**src/rtl/seg7_pkg.sv**
```systemverilog
// Shared constants, scan-state encoding and polarity helper for the 7-seg scan controller.
package seg7_pkg;

    localparam int unsigned SEG_W = 7;

    // Active-high segment pattern with every segment dark.
    localparam logic [SEG_W-1:0] SEG_OFF   = 7'b0000000;
    localparam logic [SEG_W-1:0] SEG_BLANK = 7'b0000000;

    typedef enum logic {
        ST_BLANK = 1'b0,
        ST_DRIVE = 1'b1
    } scan_state_t;

    // Map an active-high level onto the physical pin polarity.
    function automatic logic pol(input logic x, input logic act_low);
        return x ^ act_low;
    endfunction

endpackage

```
**src/rtl/seg7_scan_ctrl_hex_to_7seg.sv**
```systemverilog
// Active-high hex nibble to abcdefg segment decoder, [6] = a.
module hex_to_7seg (
    input  logic [3:0] hex,
    output logic [6:0] seg
);

    // Standard hex font including lowercase b and d.
    always_comb begin
        seg = 7'b0000000;
        case (hex)
            4'h0: seg = 7'b1111110;
            4'h1: seg = 7'b0110000;
            4'h2: seg = 7'b1101101;
            4'h3: seg = 7'b1111001;
            4'h4: seg = 7'b0110011;
            4'h5: seg = 7'b1011011;
            4'h6: seg = 7'b1011111;
            4'h7: seg = 7'b1110000;
            4'h8: seg = 7'b1111111;
            4'h9: seg = 7'b1111011;
            4'hA: seg = 7'b1110111;
            4'hB: seg = 7'b0011111;
            4'hC: seg = 7'b1001110;
            4'hD: seg = 7'b0111101;
            4'hE: seg = 7'b1001111;
            4'hF: seg = 7'b1000111;
            default: seg = 7'b0000000;
        endcase
    end

endmodule

```
**src/rtl/seg7_scan_ctrl.sv**
```systemverilog
// Time-multiplexed common-anode 7-seg scan controller with tear-free frame updates.
module seg7_scan_ctrl
    import seg7_pkg::*;
#(
    parameter int unsigned NUM_DIGITS   = 4,
    parameter int unsigned DIGIT_CYCLES = 100000,
    parameter int unsigned BLANK_CYCLES = 1000,
    parameter bit          SEG_ACT_LOW  = 1'b1,
    parameter bit          AN_ACT_LOW   = 1'b1
) (
    input  logic                    clk,
    input  logic                    rst,
    input  logic [4*NUM_DIGITS-1:0] data_in,
    input  logic [NUM_DIGITS-1:0]   dp_in,
    input  logic [NUM_DIGITS-1:0]   digit_en,
    input  logic                    blank_lz,
    input  logic                    load,
    output logic [6:0]              seg,
    output logic                    dp,
    output logic [NUM_DIGITS-1:0]   an,
    output logic                    upd_pend,
    output logic                    frame_done
);

    localparam int unsigned CNT_W  = (DIGIT_CYCLES > 1) ? $clog2(DIGIT_CYCLES) : 1;
    localparam int unsigned IDX_W  = (NUM_DIGITS > 1) ? $clog2(NUM_DIGITS) : 1;
    localparam int unsigned DATA_W = 4 * NUM_DIGITS;

    scan_state_t             state_q, state_next;
    logic [CNT_W-1:0]        cnt_q, cnt_next;
    logic [IDX_W-1:0]        idx_q, idx_next;
    logic                    slot_end, frame_wrap;

    logic [DATA_W-1:0]       shadow_data_q, disp_data_q;
    logic [NUM_DIGITS-1:0]   shadow_dp_q, disp_dp_q;
    logic                    upd_pend_q;

    logic [NUM_DIGITS-1:0]   lit;
    logic                    upper_zero;
    logic [3:0]              cur_nibble;
    logic                    cur_lit;
    logic [6:0]              seg_ah;

    logic [6:0]              seg_next;
    logic                    dp_next;
    logic [NUM_DIGITS-1:0]   an_next;
    logic                    frame_done_next;

    logic [6:0]              seg_q;
    logic                    dp_q;
    logic [NUM_DIGITS-1:0]   an_q;
    logic                    frame_done_q;

    // Per-digit lit decision: enable mask plus leading-zero blanking from the top digit down.
    always_comb begin
        lit        = '0;
        upper_zero = 1'b1;
        for (int i = int'(NUM_DIGITS) - 1; i >= 0; i--) begin
            upper_zero = upper_zero & (disp_data_q[4*i +: 4] == 4'h0);
            lit[i]     = digit_en[i] & ~(blank_lz & (i != 0) & upper_zero);
        end
    end

    assign cur_nibble = disp_data_q[{idx_q, 2'b00} +: 4];
    assign cur_lit    = lit[idx_q];

    hex_to_7seg u_hex_to_7seg (
        .hex (cur_nibble),
        .seg (seg_ah)
    );

    // Slot counter, digit index and scan state register.
    always_ff @(posedge clk) begin
        if (rst) begin
            state_q <= ST_BLANK;
            cnt_q   <= '0;
            idx_q   <= '0;
        end else begin
            state_q <= state_next;
            cnt_q   <= cnt_next;
            idx_q   <= idx_next;
        end
    end

    // Next scan position and the registered-output values for the current position.
    always_comb begin
        cnt_next        = cnt_q + CNT_W'(1);
        idx_next        = idx_q;
        state_next      = ST_BLANK;
        seg_next        = '0;
        dp_next         = 1'b0;
        an_next         = '0;
        frame_done_next = 1'b0;

        slot_end   = (cnt_q == CNT_W'(DIGIT_CYCLES - 1));
        frame_wrap = slot_end && (idx_q == IDX_W'(NUM_DIGITS - 1));

        if (slot_end) begin
            cnt_next = '0;
            idx_next = frame_wrap ? '0 : idx_q + IDX_W'(1);
        end
        state_next = (cnt_next < CNT_W'(BLANK_CYCLES)) ? ST_BLANK : ST_DRIVE;

        for (int b = 0; b < 7; b++) begin
            seg_next[b] = pol(cur_lit ? seg_ah[b] : SEG_OFF[b], SEG_ACT_LOW);
        end
        dp_next = pol(cur_lit & disp_dp_q[idx_q], SEG_ACT_LOW);
        for (int i = 0; i < int'(NUM_DIGITS); i++) begin
            an_next[i] = pol((state_q == ST_DRIVE) && cur_lit && (idx_q == IDX_W'(i)),
                             AN_ACT_LOW);
        end
        frame_done_next = frame_wrap;
    end

    // Shadow capture on load; shadow moves to the display only at the frame wrap.
    always_ff @(posedge clk) begin
        if (rst) begin
            shadow_data_q <= '0;
            shadow_dp_q   <= '0;
            disp_data_q   <= '0;
            disp_dp_q     <= '0;
            upd_pend_q    <= 1'b0;
        end else begin
            if (frame_wrap && upd_pend_q) begin
                disp_data_q <= shadow_data_q;
                disp_dp_q   <= shadow_dp_q;
                upd_pend_q  <= 1'b0;
            end
            if (load) begin
                shadow_data_q <= data_in;
                shadow_dp_q   <= dp_in;
                upd_pend_q    <= 1'b1;
            end
        end
    end

    // Output registers, one cycle behind the scan position.
    always_ff @(posedge clk) begin
        if (rst) begin
            seg_q        <= {7{SEG_ACT_LOW}};
            dp_q         <= SEG_ACT_LOW;
            an_q         <= {NUM_DIGITS{AN_ACT_LOW}};
            frame_done_q <= 1'b0;
        end else begin
            seg_q        <= seg_next;
            dp_q         <= dp_next;
            an_q         <= an_next;
            frame_done_q <= frame_done_next;
        end
    end

    assign seg        = seg_q;
    assign dp         = dp_q;
    assign an         = an_q;
    assign upd_pend   = upd_pend_q;
    assign frame_done = frame_done_q;

endmodule

```
**config.mk**
```make
export PLATFORM = sky130hd
export DESIGN_NAME = seg7_scan_ctrl
export DESIGN_NICKNAME = d
export VERILOG_FILES = /design/src/rtl/seg7_pkg.sv /design/src/rtl/seg7_scan_ctrl_hex_to_7seg.sv /design/src/rtl/seg7_scan_ctrl.sv
export SDC_FILE = /design/constraint.sdc
export NUM_CORES = 1
export LEC_CHECK = 0
export ABC_CLOCK_PERIOD_IN_PS = 2400
export CAP_MARGIN = 20
export CORE_MARGIN = 1
export CORE_UTILIZATION = 55
export DETAILED_ROUTE_END_ITERATION = 7
export GPL_ROUTABILITY_DRIVEN = 0
export PLACE_DENSITY = 0.91
export SYNTH_ARGS = -nofsm -noshare
export SYNTH_HDL_FRONTEND = slang
export SYNTH_SLANG_ARGS = --single-unit
```
**constraint.sdc**
```tcl
create_clock -name clk -period 2.4 [get_ports clk]
set_input_delay 0.36 -clock clk [delete_from_list [all_inputs] [get_ports clk]]
set_output_delay 0.36 -clock clk [all_outputs]
set_load 0.005 [all_outputs]
```
# --- After elaboration in Yosys (flattened, before gate mapping) ---
# Memories as Yosys holds them, arrays and structs flattened.
# Cells that the tools add are included.
# Widths: inputs -> output; s select.
word_totals:
  register_bits: 74
  romBits: 112
  in_bits: 28
  out_inout_bits: 14
  wordCells: 74
  mem_count: 1
classes:
  n_addsub: 2
  order_cmp: 2
  eq_ne: 4
  shifts: 1
  muxes: 16
  n_bitwise: 24
  n_reduce_logical: 12
memory_table:
  columns: ["name", "words", "word_bits", "read_ports", "rd_ports_with_merged_regs", "wr", "line_no", "source"]
  rows:
  - ["(no name shown)", 16, 7, 1, 0, 0, "seg7_scan_ctrl_hex_to_7seg.sv:10", "case (hex)"]
ops:
  columns: ["operator", "count"]
  rows:
  - ["$add 17x1->17 const B", 1]
  - ["$eq 17x17->1 const B", 1]
  - ["$lt 17x10->1 const B", 1]
  - ["$mux 17", 1]
  - ["$shiftx 16x5->4", 1]
  - ["$not 1->1", 15]
  - ["$logic_not 4->1", 3]
  - ["$mux 1", 12]
  - ["$and 1x1->1", 9]
  - ["$logic_and 1x1->1", 7]
  - ["$bmux 1 s2", 2]
  - ["$eq 2x2->1 const B", 2]
  - ["$lt 2x3->1 const B", 1]
  - ["$add 2x1->2 const B", 1]
  - ["$eq 2x1->1 const B", 1]
  - ["$logic_not 2->1", 1]
  - ["$mux 2", 1]
  - ["$reduce_bool 2->1", 1]

# --- Logic depth before layout (Yosys ltp) ---
# Gate-level depths: netlist of run 1.
logic_depth:
  ltp_word: 11
  ltp_mapped: 8
  mapped_depth_nobuf: 6

# --- By module ---
# Synthesis of run 1 repeated with hierarchy kept, for this count alone.
unflattened:
  hier_cells: 354
  hier_area_um2: 3498.4
by_module_without_submodules:
  columns: ["module", "instances", "cells_each", "area_per_inst_um2", "seq_area_each_um2"]
  rows:
  - ["seg7_scan_ctrl", 1, 321, 3208.1, 1481.4]
  - ["hex_to_7seg", 1, 33, 290.3, 0.0]

# --- Worst setup path before layout of run 1 ---
# No wires, ideal clock.
synth_timing:
  kind: "reg2reg"
  start: "reg idx_q[0]"
  end: "reg seg_q[3] (netlist: seg[3])"
  setup_ps: 127
  t_arrival_ps: 2030
  required_ps: 2273
  slack_ps: 242
  path_stages_with_launch: 8
  n_path_buf: 1
  period_less_slack_ps: 2158
  cell_sequence: "dfxtp_1 -> buf_2 -> mux4_2 -> inv_1 -> ha_1 -> inv_1 -> mux4_2 -> nand2b_1"
synth_between:
  elab_chain_len: 4
  elab_cells_between_ends: 6
  classes_between: "shift: 1; mux: 3; bitwise: 1; memory: 1"
synth_lines:
  columns: ["item", "line_no", "source"]
  rows:
  - ["start: declaration", "seg7_scan_ctrl.sv:31", "logic [IDX_W-1:0] idx_q, idx_next;"]
  - ["start signal: assignment", "seg7_scan_ctrl.sv:81", "idx_q <= idx_next;"]
  - ["$shiftx 16x5->4 / $bmux 1 s2 (equally long branches)", "seg7_scan_ctrl.sv:64, seg7_scan_ctrl.sv:65", null]
  - ["$mem_v2 16x7 / $mux 1 (equally long branches)", null, null]
  - ["$mux 1 *", "seg7_scan_ctrl.sv:105", "seg_next[b] = pol(cur_lit ? seg_ah[b] : SEG_OFF[b], SEG_ACT_LOW);"]
  - ["$not 1->1 (no line) *", null, null]
  - ["end signal: assignment", "seg7_scan_ctrl.sv:140", "seg_q <= {7{SEG_ACT_LOW}};"]
  - ["end signal: assignment", "seg7_scan_ctrl.sv:145", "seg_q <= seg_next;"]
  - ["end: declaration", "seg7_scan_ctrl.sv:49", "logic [6:0] seg_q;"]
# Every way passes the cells marked *; elsewhere a longest branch is shown, timed or not. The select of a mux whose other input is x is not followed.
# A chain may end at the register's enable or synchronous reset.

# --- Worst setup path in the final report of run 1 ---
layout_timing:
  start: "reg cnt_q[0]"
  end: "reg cnt_q[13]"
layout_between:
  elab_chain_len: 2
  elab_cells_between_ends: 3
  classes_between: "add/sub: 1; eq/ne: 1; mux: 1"
layout_lines:
  columns: ["item", "line_no", "source"]
  rows:
  - ["start: declaration", "seg7_scan_ctrl.sv:30", "logic [CNT_W-1:0] cnt_q, cnt_next;"]
  - ["start signal: assignment", "seg7_scan_ctrl.sv:80", "cnt_q <= cnt_next;"]
  - ["$add 17x1->17 / $eq 17x17->1 (equally long branches)", "seg7_scan_ctrl.sv:87, seg7_scan_ctrl.sv:95", null]
  - ["$mux 17 *", "seg7_scan_ctrl.sv:98", "if (slot_end) begin"]
# Every way passes the cells marked *; elsewhere a longest branch is shown, timed or not.

==> results of run 1 <==
## layout make-up
cell class,instances,area [um^2]
sequential,74,1480
timing repair buffer,50,478
clock buffer,10,138
multi-input combinational,239,1690
tap,72,90.1
inverter,9,33.8
clock inverter,6,97.6
fill,413,1670
## power by group
part / leakage, nW / internal, mW / total, mW / switching (mW)
logic: 0.921 / 0.0841 / 0.142 / 0.0584
registers: 0.603 / 1.26 / 1.28 / 0.0194
clock network: 0.119 / 0.628 / 1.11 / 0.487
total: 1.64 / 1.97 / 2.53 / 0.565
## layer usage
metal / vias to the layer above / share of wire [%] / track usage, %
met5: - / 0 / 0
met4: 0 / 3.0 / 12.5
met3: 28 / 5.8 / 5.71
met2: 110 / 50 / 41.9
met1: 1279 / 42 / 29.6
li1: 1283 / - / -
## through the flow
| step | instances | utilization [%] |
|---|---|---|
| 6_report | 460 | 70.6 |
| 5_1_grt | 460 | 70.6 |
| 4_1_cts | 460 | 70.6 |
| 3_5_place_dp | 444 | 66.5 |
| 3_3_place_gp | 444 | 66.5 |
| 2_1_floorplan | 348 | - |
## worst max-delay path: cells and delay by family, from the launching register on
family                     cells  cell delay, ps
buffers and inverters          1             220
adders and majority gates      1             260
and+or+nand+nor                5            1160
DFF                            1             370
## flip-flops by register name (all words and copies together), names as in the netlist, 2 cells and up
| signal | cells |
|---|---|
| an | 4 |
| cnt_q | 17 |
| disp_data_q | 16 |
| disp_dp_q | 4 |
| idx_q | 2 |
| seg | 7 |
| shadow_data_q | 16 |
| shadow_dp_q | 4 |
## path summary, 6_finish.rpt
path,depth (start not counted),from,slack (ps),to
setup / recovery,7,cnt_q[0],280,cnt_q[13]
hold / removal,1,state_q,430,an[0]
setup reg to reg,7,cnt_q[0],280,cnt_q[13]
hold reg to reg,1,state_q,430,an[0]
## logic make-up (layout without fill, tap and decap cells)
| family | count (synthesis) | count (layout) | share of synthesized area (%) |
|---|---|---|---|
| xor gates and xnor gates | 15 | 15 | 3.94 |
| and+or+nand+nor | 136 | 136 | 20.3 |
| muxes | 51 | 51 | 17.2 |
| AOI/OAI and AO/OA | 27 | 27 | 5.48 |
| DFF | 74 | 74 | 44.4 |
| buffers and inverters | 35 | 75 | 4.95 |
| adders and majority gates | 10 | 10 | 3.75 |
## placed cells by master (no fill, tap or decap), types with 2 or more instances in the layout
| master | n |
|---|---|
| nor4_1 | 3 |
| clkbuf_8 | 10 |
| nand4_1 | 10 |
| nand2_1 | 13 |
| xnor2_1 | 11 |
| nor2b_1 | 3 |
| xor2_1 | 4 |
| buf_4 | 9 |
| a21oi_1 | 7 |
| ha_1 | 10 |
| o221ai_1 | 3 |
| bufinv_16 | 2 |
| o211ai_1 | 2 |
| dfxtp_1 | 74 |
| nor3_1 | 8 |
| nand3_1 | 14 |
| or4_1 | 2 |
| o22ai_1 | 2 |
| clkdlybuf4s50_1 | 41 |
| and4_1 | 3 |
| nor2_1 | 63 |
| mux4_2 | 5 |
| nor3b_1 | 2 |
| mux2i_1 | 45 |
| or3_1 | 4 |
| clkinv_4 | 2 |
| nand2b_1 | 2 |
| o21ai_0 | 3 |
| a211oi_1 | 2 |
| inv_1 | 9 |
## synthesized netlist by cell type (2+ instances only)
| cell type | n |
|---|---|
| buf_6 | 2 |
| mux2i_1 | 45 |
| or3_1 | 4 |
| nand3_1 | 14 |
| or4_1 | 2 |
| nor2_1 | 63 |
| xor2_1 | 4 |
| o21ai_0 | 3 |
| nor3b_1 | 2 |
| and4_1 | 3 |
| o22ai_1 | 2 |
| clkbuf_1 | 11 |
| ha_1 | 10 |
| buf_2 | 6 |
| mux4_2 | 5 |
| nor4_1 | 3 |
| a21oi_1 | 7 |
| nor2b_1 | 3 |
| buf_1 | 4 |
| o211ai_1 | 2 |
| nor3_1 | 8 |
| buf_4 | 3 |
| xnor2_1 | 11 |
| dfxtp_1 | 74 |
| nand2_1 | 13 |
| nand2b_1 | 2 |
| a211oi_1 | 2 |
| nand4_1 | 10 |
| o221ai_1 | 3 |
| inv_1 | 9 |
==> metrics.yaml, run 1 <==
status: "completed"
placed_area_um2: 3770
insertion_delay_ps: 360
powerDensity_nw_per_um2: 632
io-pin-count: 42
rows: 27
avgViaCountPerCell: 5.87
arrival_ps: 2360
post_cts_resized: 0
worstPathMaxFanout: 9
slowest_delay_ps: 370
clockBufferDepth: 2
syn_nets: 386
clock_skew_ps: 11.7
antenna_found_initial: 0
drc_errors: 0
grt_pass1_vias: 2602
endpoint_kind: "flop"
max_freq_mhz: 471
nets: 421
clkSinkCount: 74
maxSlewHeadroom_pct: 65.6
fin_area_um2: 4010
place_ws_ps: 252
dpl.hpwl_um: 5060
synth_ff_type: "dfxtp_1"
p_total_mw: 2.53
path_cells: "ha_1 > nand4_1 > nor4_4 > and2_2 > or2_1 > buf_4 > nor2_1"
synth_top_area_share_pct: 44.4
cts_tree: "done"
yosysSeqAreaShare_pct: 44.4
fin_setup_tns_ps: 0
async_reset_ff_share_pct: 0
synth.cell_area_um2: 3340
antenna-diode-count: 0
finalWorstSetupSlack_ps: 279
grt_first_pass_wirelength_um: 12000
postCtsHoldBufs: 0
critPathSlowestCell: "dfxtp_1"
postCtsSetupRepairBufs: 0
wl_per_cell_um: 15.6
worstMarginPinSlew_ps: 508
grt_util_all_layers_pct: 24.9
setup_violations: 0
portBuffers: 41
avgSynthCellArea_um2: 9.59
area_growth_pct: 20.1
die_x_um: 79.9
vias: 2700
ys_types: 48
start_kind: "flop"
cts_buffers: 9
h-tree-depth: 3
drive_gt1_share_pct: 8.76
start_util_pct: 58.8
drt-initial-drc-count: 264
ys_ff_latch: 74
dieArea_um2: 6380
path_class: "flop to flop"
clock-root-buffer: "clkbuf_8"
grt_max_degree: 30
drt-pass1-iter-count: 6
p_leak_nw: 1.64
coreArea_um2: 5680
min_period_over_period_pct: 88.4
hold_ws_ps: 425
routed_wl_um: 7180
rsz0062_at_grt: "false"
path_clk_slew_ps: 80
antenna_left: 0
hold_viol_final: 0
synth_cells: 348
yosys_warnings: 0
finalCriticalPeriod_ps: 2120
overflow: 0
synth_area_leaders: "dfxtp_1 (44%), mux2i_1 (14%), nor2_1 (7.1%)"
report.final.slew_viol_count: 0
synth_area_leader_cell: "dfxtp_1"
die_h_um: 79.9
ir_drop_mv: 0.420
synth-edff-count: 0
min_path_type: "flop to flop"
drv_cap: 0
worstPathRequired_ps: 2640
No activity file was read; power rests on OpenSTA's default activity.
==> run 2: changes to the inputs <==
ABC_CLOCK_PERIOD_IN_PS = 2100   (was 2400)
CTS_CLUSTER_DIAMETER = 50   (was not set)
clock period = 2.1 ns   (was 2.4 ns; I/O delays follow)
==> metrics.yaml, run 2 (synthesized netlist as in run 1, its figures left out) <==
routed_wl_um: 7300  # +1.6%
insertion_delay_ps: 360  # about the same
drc_errors: 0  # unchanged
swShare_pct: 24.0  # +1.7 points
largest_register_ffs: 17  # unchanged
antenna_found_initial: 0  # unchanged
min_path_type: "flop to flop"
fin_setup_tns_ps: 0  # unchanged
drt-initial-drc-count: 281  # +6.4%
coreArea_um2: 5680  # unchanged
setup_violations: 0  # unchanged
clock_skew_ps: 18.1  # +6.33 ps
die_x_um: 79.9  # unchanged
ir_drop_mv: 0.527  # +26%
finalCriticalPeriod_ps: 2020  # -101 ps
p_leak_nw: 1.66  # +0.95%
start_kind: "flop"
p_total_mw: 2.76  # +9.0%
p_int_mw: 2.10  # +6.6%
grt_pass1_vias: 2574  # -1.1%
rows: 27  # unchanged
reg.largest.list: "cnt_q: 17 flops, disp_data_q: 16 flops, shadow_data_q: 16 flops"
dieArea_um2: 6380  # unchanged
cts_buffers: 9  # unchanged
die_h_um: 79.9  # unchanged
seqPwrFrac_pct: 52.8  # +2.4 points
maxSlewHeadroom_pct: 63.9  # -1.7 points
max_freq_mhz: 495  # +5.0%
antenna_left: 0  # unchanged
endpoint_kind: "flop"
layout.cells.most_common: "dfxtp_1"
avgViaCountPerCell: 5.78  # -1.5%
nets: 427  # +1.4%
wl_per_cell_um: 15.7  # +0.33%
p_sw_mw: 0.663  # +17%
drive_gt1_share_pct: 10.9  # +2.2 points
io-pin-count: 42  # unchanged
top_register: "cnt_q"
clock-root-buffer: "clkbuf_8"
worstPathRequired_ps: 2360  # -280 ps
min_period_over_period_pct: 96.2  # +7.8 points
report.final.slew_viol_count: 0  # unchanged
start_util_pct: 58.8  # unchanged
arrival_ps: 2280  # -80 ps
path_class: "flop to flop"
worstPathMaxFanout: 6  # -3
antenna-diode-count: 0  # unchanged
hold_viol_final: 0  # unchanged
h-tree-depth: 3  # unchanged
cts_tree: "done"
grt_first_pass_wirelength_um: 12300  # +2.2%
vias: 2694  # -0.22%
powerDensity_nw_per_um2: 684  # +8.2%
worstMarginPinSlew_ps: 534  # +25.5 ps
clockBufferDepth: 2  # unchanged
hold_ws_ps: 444  # +18.6 ps
drt-pass1-iter-count: 5  # -1
status: "completed"
path_clk_slew_ps: 90  # about the same
grt_util_all_layers_pct: 25.6  # +0.71 points
comb_power_share_pct: 5.8  # +0.2 points
mostFrequentLayoutCells: "dfxtp_1 (73), nor2_1 (63), mux2i_1 (45)"
p_clk_share_pct: 41.4  # -2.6 points
placed_area_um2: 3800  # +0.73%
grt_max_degree: 50  # +67%
fin_area_um2: 4040  # +0.75%
drv_cap: 0  # unchanged
clkSinkCount: 74  # unchanged
dpl.hpwl_um: 4860  # -4.0%
overflow: 0  # unchanged
area_growth_pct: 21.0
portBuffers: 41  # unchanged
==> run 2: cell type report <==
type                            count  area (um^2)
Clock buffer                        9          124
Clock inverter                      7         83.8
Fill cell                         393         1640
Inverter                            9         33.8
Multi-Input combinational cell    239         1700
Sequential cell                    74         1490
Tap cell                           72         90.1
Timing Repair Buffer               56          524
==> run 2: power by group through the flow <==
stage          Combinational [mW]  Sequential [mW]  Clock [mW]
6_report                    0.160             1.46        1.14
5_1_grt                     0.176             1.46        1.21
4_1_cts                     0.161             1.46        1.16
3_5_place_dp                0.160             1.49           0
3_3_place_gp                0.153             1.49           0
2_1_floorplan              0.0803             1.49           0
==> run 2: worst paths after layout <==
check,depth (start not counted),slack (ps),start,endpoint
max,6,80,idx_q[0],seg[3]
min,1,440,state_q,an[2]
max reg2reg,6,80,idx_q[0],seg[3]
min reg2reg,1,440,state_q,an[2]
==> run 2: layer usage <==
layer / global-route usage, % / wire, um / vias to the layer above / part of all wire (%)
li1: - / - / 1298 / -
met1: 31.9 / 3140 / 1273 / 43
met2: 41.3 / 3590 / 105 / 49
met3: 6.29 / 401 / 18 / 5.5
met4: 12.5 / 172 / 0 / 2.4
met5: 0 / 0 / - / 0
==> run 2: worst max-delay path, cell delays in order (launching register included) <==
cell      delay [ps]
dfxtp_4          400
mux4_2           570
inv_1            140
ha_1             170
inv_1             60
mux4_2           430
nand2b_1         150
==> run 2: through the flow <==
stage	utilization (%)	cells	setup WS (ps)
finish	71.1	466	79.7
global route	71.1	466	-19.8
CTS	70.6	464	16.8
detailed placement	67.0	448	-95.6
global placement	66.9	447	-531
floorplan	-	348	1.79
==> run 2: timing repair <==
| item | in CTS | in global routing |
|---|---|---|
| buffers inserted | 0 | 2 |
| setup endpoints to repair | 1 | 36 |
| hold buffers | 0 | 0 |
| pin swaps | 0 | 1 |
| resized for setup | 1 | 4 |
| hold endpoints to repair | 0 | 0 |
==> run 3: changes to the inputs <==
MAX_ROUTING_LAYER = met4   (was not set)
SYNTH_HIERARCHICAL = 1   (was not set)
==> metrics.yaml, run 3 <==
antenna_left: 0  # unchanged
grt_max_degree: 25  # -50%
grt_first_pass_wirelength_um: 12300  # +0.11%
drc_errors: 0  # unchanged
h-tree-depth: 3  # unchanged
comb_power_share_pct: 6.6  # +0.8 points
worstMarginPinSlew_ps: 487  # -47.1 ps
synth_most_common_cell: "dfxtp_1"
finalCriticalPeriod_ps: 2010  # -6.56 ps
setup_violations: 0  # unchanged
cts_buffers: 9  # unchanged
min_period_over_period_pct: 95.9  # -0.31 points
cts_tree: "done"
ir_drop_mv: 0.602  # +14%
r2r.worst_path.cells: 5  # -1
p_int_mw: 2.11  # +0.40%
place_ws_ps: 28.3  # +124 ps
clock_skew_ps: 11.6  # -6.44 ps
critPathSlowestCell: "mux4_2"
min_to: "an[0]"
io-pin-count: 42  # unchanged
seqPwrFrac_pct: 52.2  # -0.6 points
dpl.hpwl_um: 5050  # +3.9%
layout.cells.most_common: "dfxtp_1"
placed_area_um2: 3930  # +3.5%
ys_ff_latch: 74  # unchanged
antenna_found_initial: 0  # unchanged
hold_start: "state_q"
reg.largest.list: "cnt_q: 17 flops, disp_data_q: 16 flops, shadow_data_q: 16 flops"
swShare_pct: 24.5  # +0.49 points
routed_wl_um: 7650  # +4.8%
clockBufferDepth: 2  # unchanged
r2r_setup_slack_ps: 90  # about the same
endpoint_kind: "flop"
max_freq_mhz: 497  # +0.33%
hold_ws_ps: 431  # -13.5 ps
coreArea_um2: 6030  # +6.2%
synth-edff-count: 0  # unchanged
vias: 2699  # +0.19%
nets: 436  # +2.1%
fillCellCount: 427  # +8.7%
drive_gt1_share_pct: 13.7  # +2.8 points
die_x_um: 81.8  # +2.4%
largest_register_ffs: 17  # unchanged
regToRegStartpoint: "idx_q[0]"
start_util_pct: 58.1  # -0.72 points
slowest_delay_ps: 570  # about the same
p_clk_share_pct: 41.2  # -0.2 points
path_class: "flop to flop"
top_register: "cnt_q"
grt_util_all_layers_pct: 25.6  # about the same
worstPathMaxFanout: 5  # -1
clkSinkCount: 74  # unchanged
crit_buf_inv: 1  # -1
p_leak_nw: 1.58  # -4.9%
path_clk_slew_ps: 90  # about the same
grt_pass1_vias: 2606  # +1.2%
worstPathRequired_ps: 2400  # +40 ps
overflow: 0  # unchanged
drt-initial-drc-count: 196  # -30%
reg2reg_to: "seg[3]"
synth_commonest_cells: "dfxtp_1 (74), nor2_1 (63), mux2i_1 (43)"
synth_area_leaders: "dfxtp_1 (42%), mux2i_1 (12%), nor2_1 (6.8%)"
area_growth_pct: 18.5
path_cells: "mux4_2 > inv_1 > ha_1 > mux4_1 > nand2_1"
yosysSeqAreaShare_pct: 42.3  # -2.1 points
finalWorstSetupSlack_ps: 86.3  # +6.56 ps
rsz0062_at_grt: "true"
powerDensity_nw_per_um2: 673  # -1.6%
dieArea_um2: 6680  # +4.8%
crit_start: "idx_q[0]"
postCtsSetupRepairBufs: 0  # unchanged
portBuffers: 41  # unchanged
maxSlewHeadroom_pct: 67.2  # +3.3 points
fin_area_um2: 4150  # +2.7%
yosys_warnings: 6  # +6
syn_nets: 394  # +2.1%
status: "completed"
arrival_ps: 2320  # +40 ps
wl_per_cell_um: 16.1  # +2.6%
min_path_type: "flop to flop"
synth_area_leader_cell: "dfxtp_1"
synth_cells: 354  # +1.7%
hold_path_depth: 1  # unchanged
clock-root-buffer: "clkbuf_8"
synth_top_area_share_pct: 42.3  # -2.1 points
drt-pass1-iter-count: 4  # -1
critical_path.top_delay_family: "multiplexers"
hold_viol_final: 0  # unchanged
rows: 28  # +3.7%
avgViaCountPerCell: 5.67  # -1.9%
die_h_um: 81.8  # +2.4%
fin_util_pct: 68.8  # -2.4 points
synth.cell_area_um2: 3500  # +4.9%
ys_types: 52  # +8.3%
antenna-diode-count: 0  # unchanged
insertion_delay_ps: 360  # about the same
synth_ff_type: "dfxtp_1"
start_kind: "flop"
p_sw_mw: 0.684  # +3.1%
report.final.slew_viol_count: 0  # unchanged
mostFrequentLayoutCells: "dfxtp_1 (73), nor2_1 (62), mux2i_1 (43)"
avgSynthCellArea_um2: 9.88  # +3.1%
drv_cap: 0  # unchanged
async_reset_ff_share_pct: 0  # unchanged
run 3: area by class of cell:
cell class / count / area [um^2] / area share (%)
inverter: 10 / 37.5 / 0.906
clock buffer: 9 / 124 / 2.99
clock inverter: 7 / 81.3 / 1.96
sequential: 74 / 1480 / 35.8
tap: 75 / 93.8 / 2.26
timing repair buffer: 56 / 536 / 12.9
multi-input combinational: 245 / 1790 / 43.2
run 3: metal layers:
metal	vias to the layer above	GRT usage, %	share of wire (%)	wire, um
li1	1306	-	-	-
met1	1283	31.4	44	3330
met4	0	11.4	2.3	177
met2	90	40.7	49	3720
met5	-	-	0	0
met3	20	5.22	5.5	419
run 3: worst max-delay path by stage:
stage                                 end  slack, ps  cells past startpoint
after floorplan                    seg[3]         40                      7
after global placement             seg[3]        140                      6
after detailed placement           seg[3]         30                      6
after CTS                          seg[3]         60                      6
after global routing      disp_data_q[12]        -10                      7
final                              seg[3]         90                      5
run 3: cell families after synthesis:
| kind of cell | share of synthesized area (%) |
|---|---|
| compound gates | 4.94 |
| xor+xnor | 3.51 |
| fa+ha+maj | 4.29 |
| buf+inv | 6.62 |
| flops | 42.3 |
| mux | 17.3 |
| simple gates | 21.0 |
run 3: stage by stage:
stage,instances,setup TNS (ps),power (mW)
after global routing,476,-27.2,2.89
after detailed placement,460,0,1.67
final,476,0,2.79
after global placement,460,0,1.66
after CTS,476,0,2.79
after floorplan,354,0,1.58
run 3: repair_timing:
action                                  CTS  global route
hold endpoints to repair                  0             0
endpoints found under the setup margin    1            14
hold buffers                              0             0
gates resized for setup                   1             3
run 3: power groups by stage:
stage	Clock, mW	Combinational, mW	Sequential, mW
after detailed placement	0	0.181	1.49
after CTS	1.15	0.184	1.46
after global placement	0	0.174	1.49
final	1.15	0.183	1.46
after floorplan	0	0.0938	1.49
after global routing	1.22	0.199	1.46
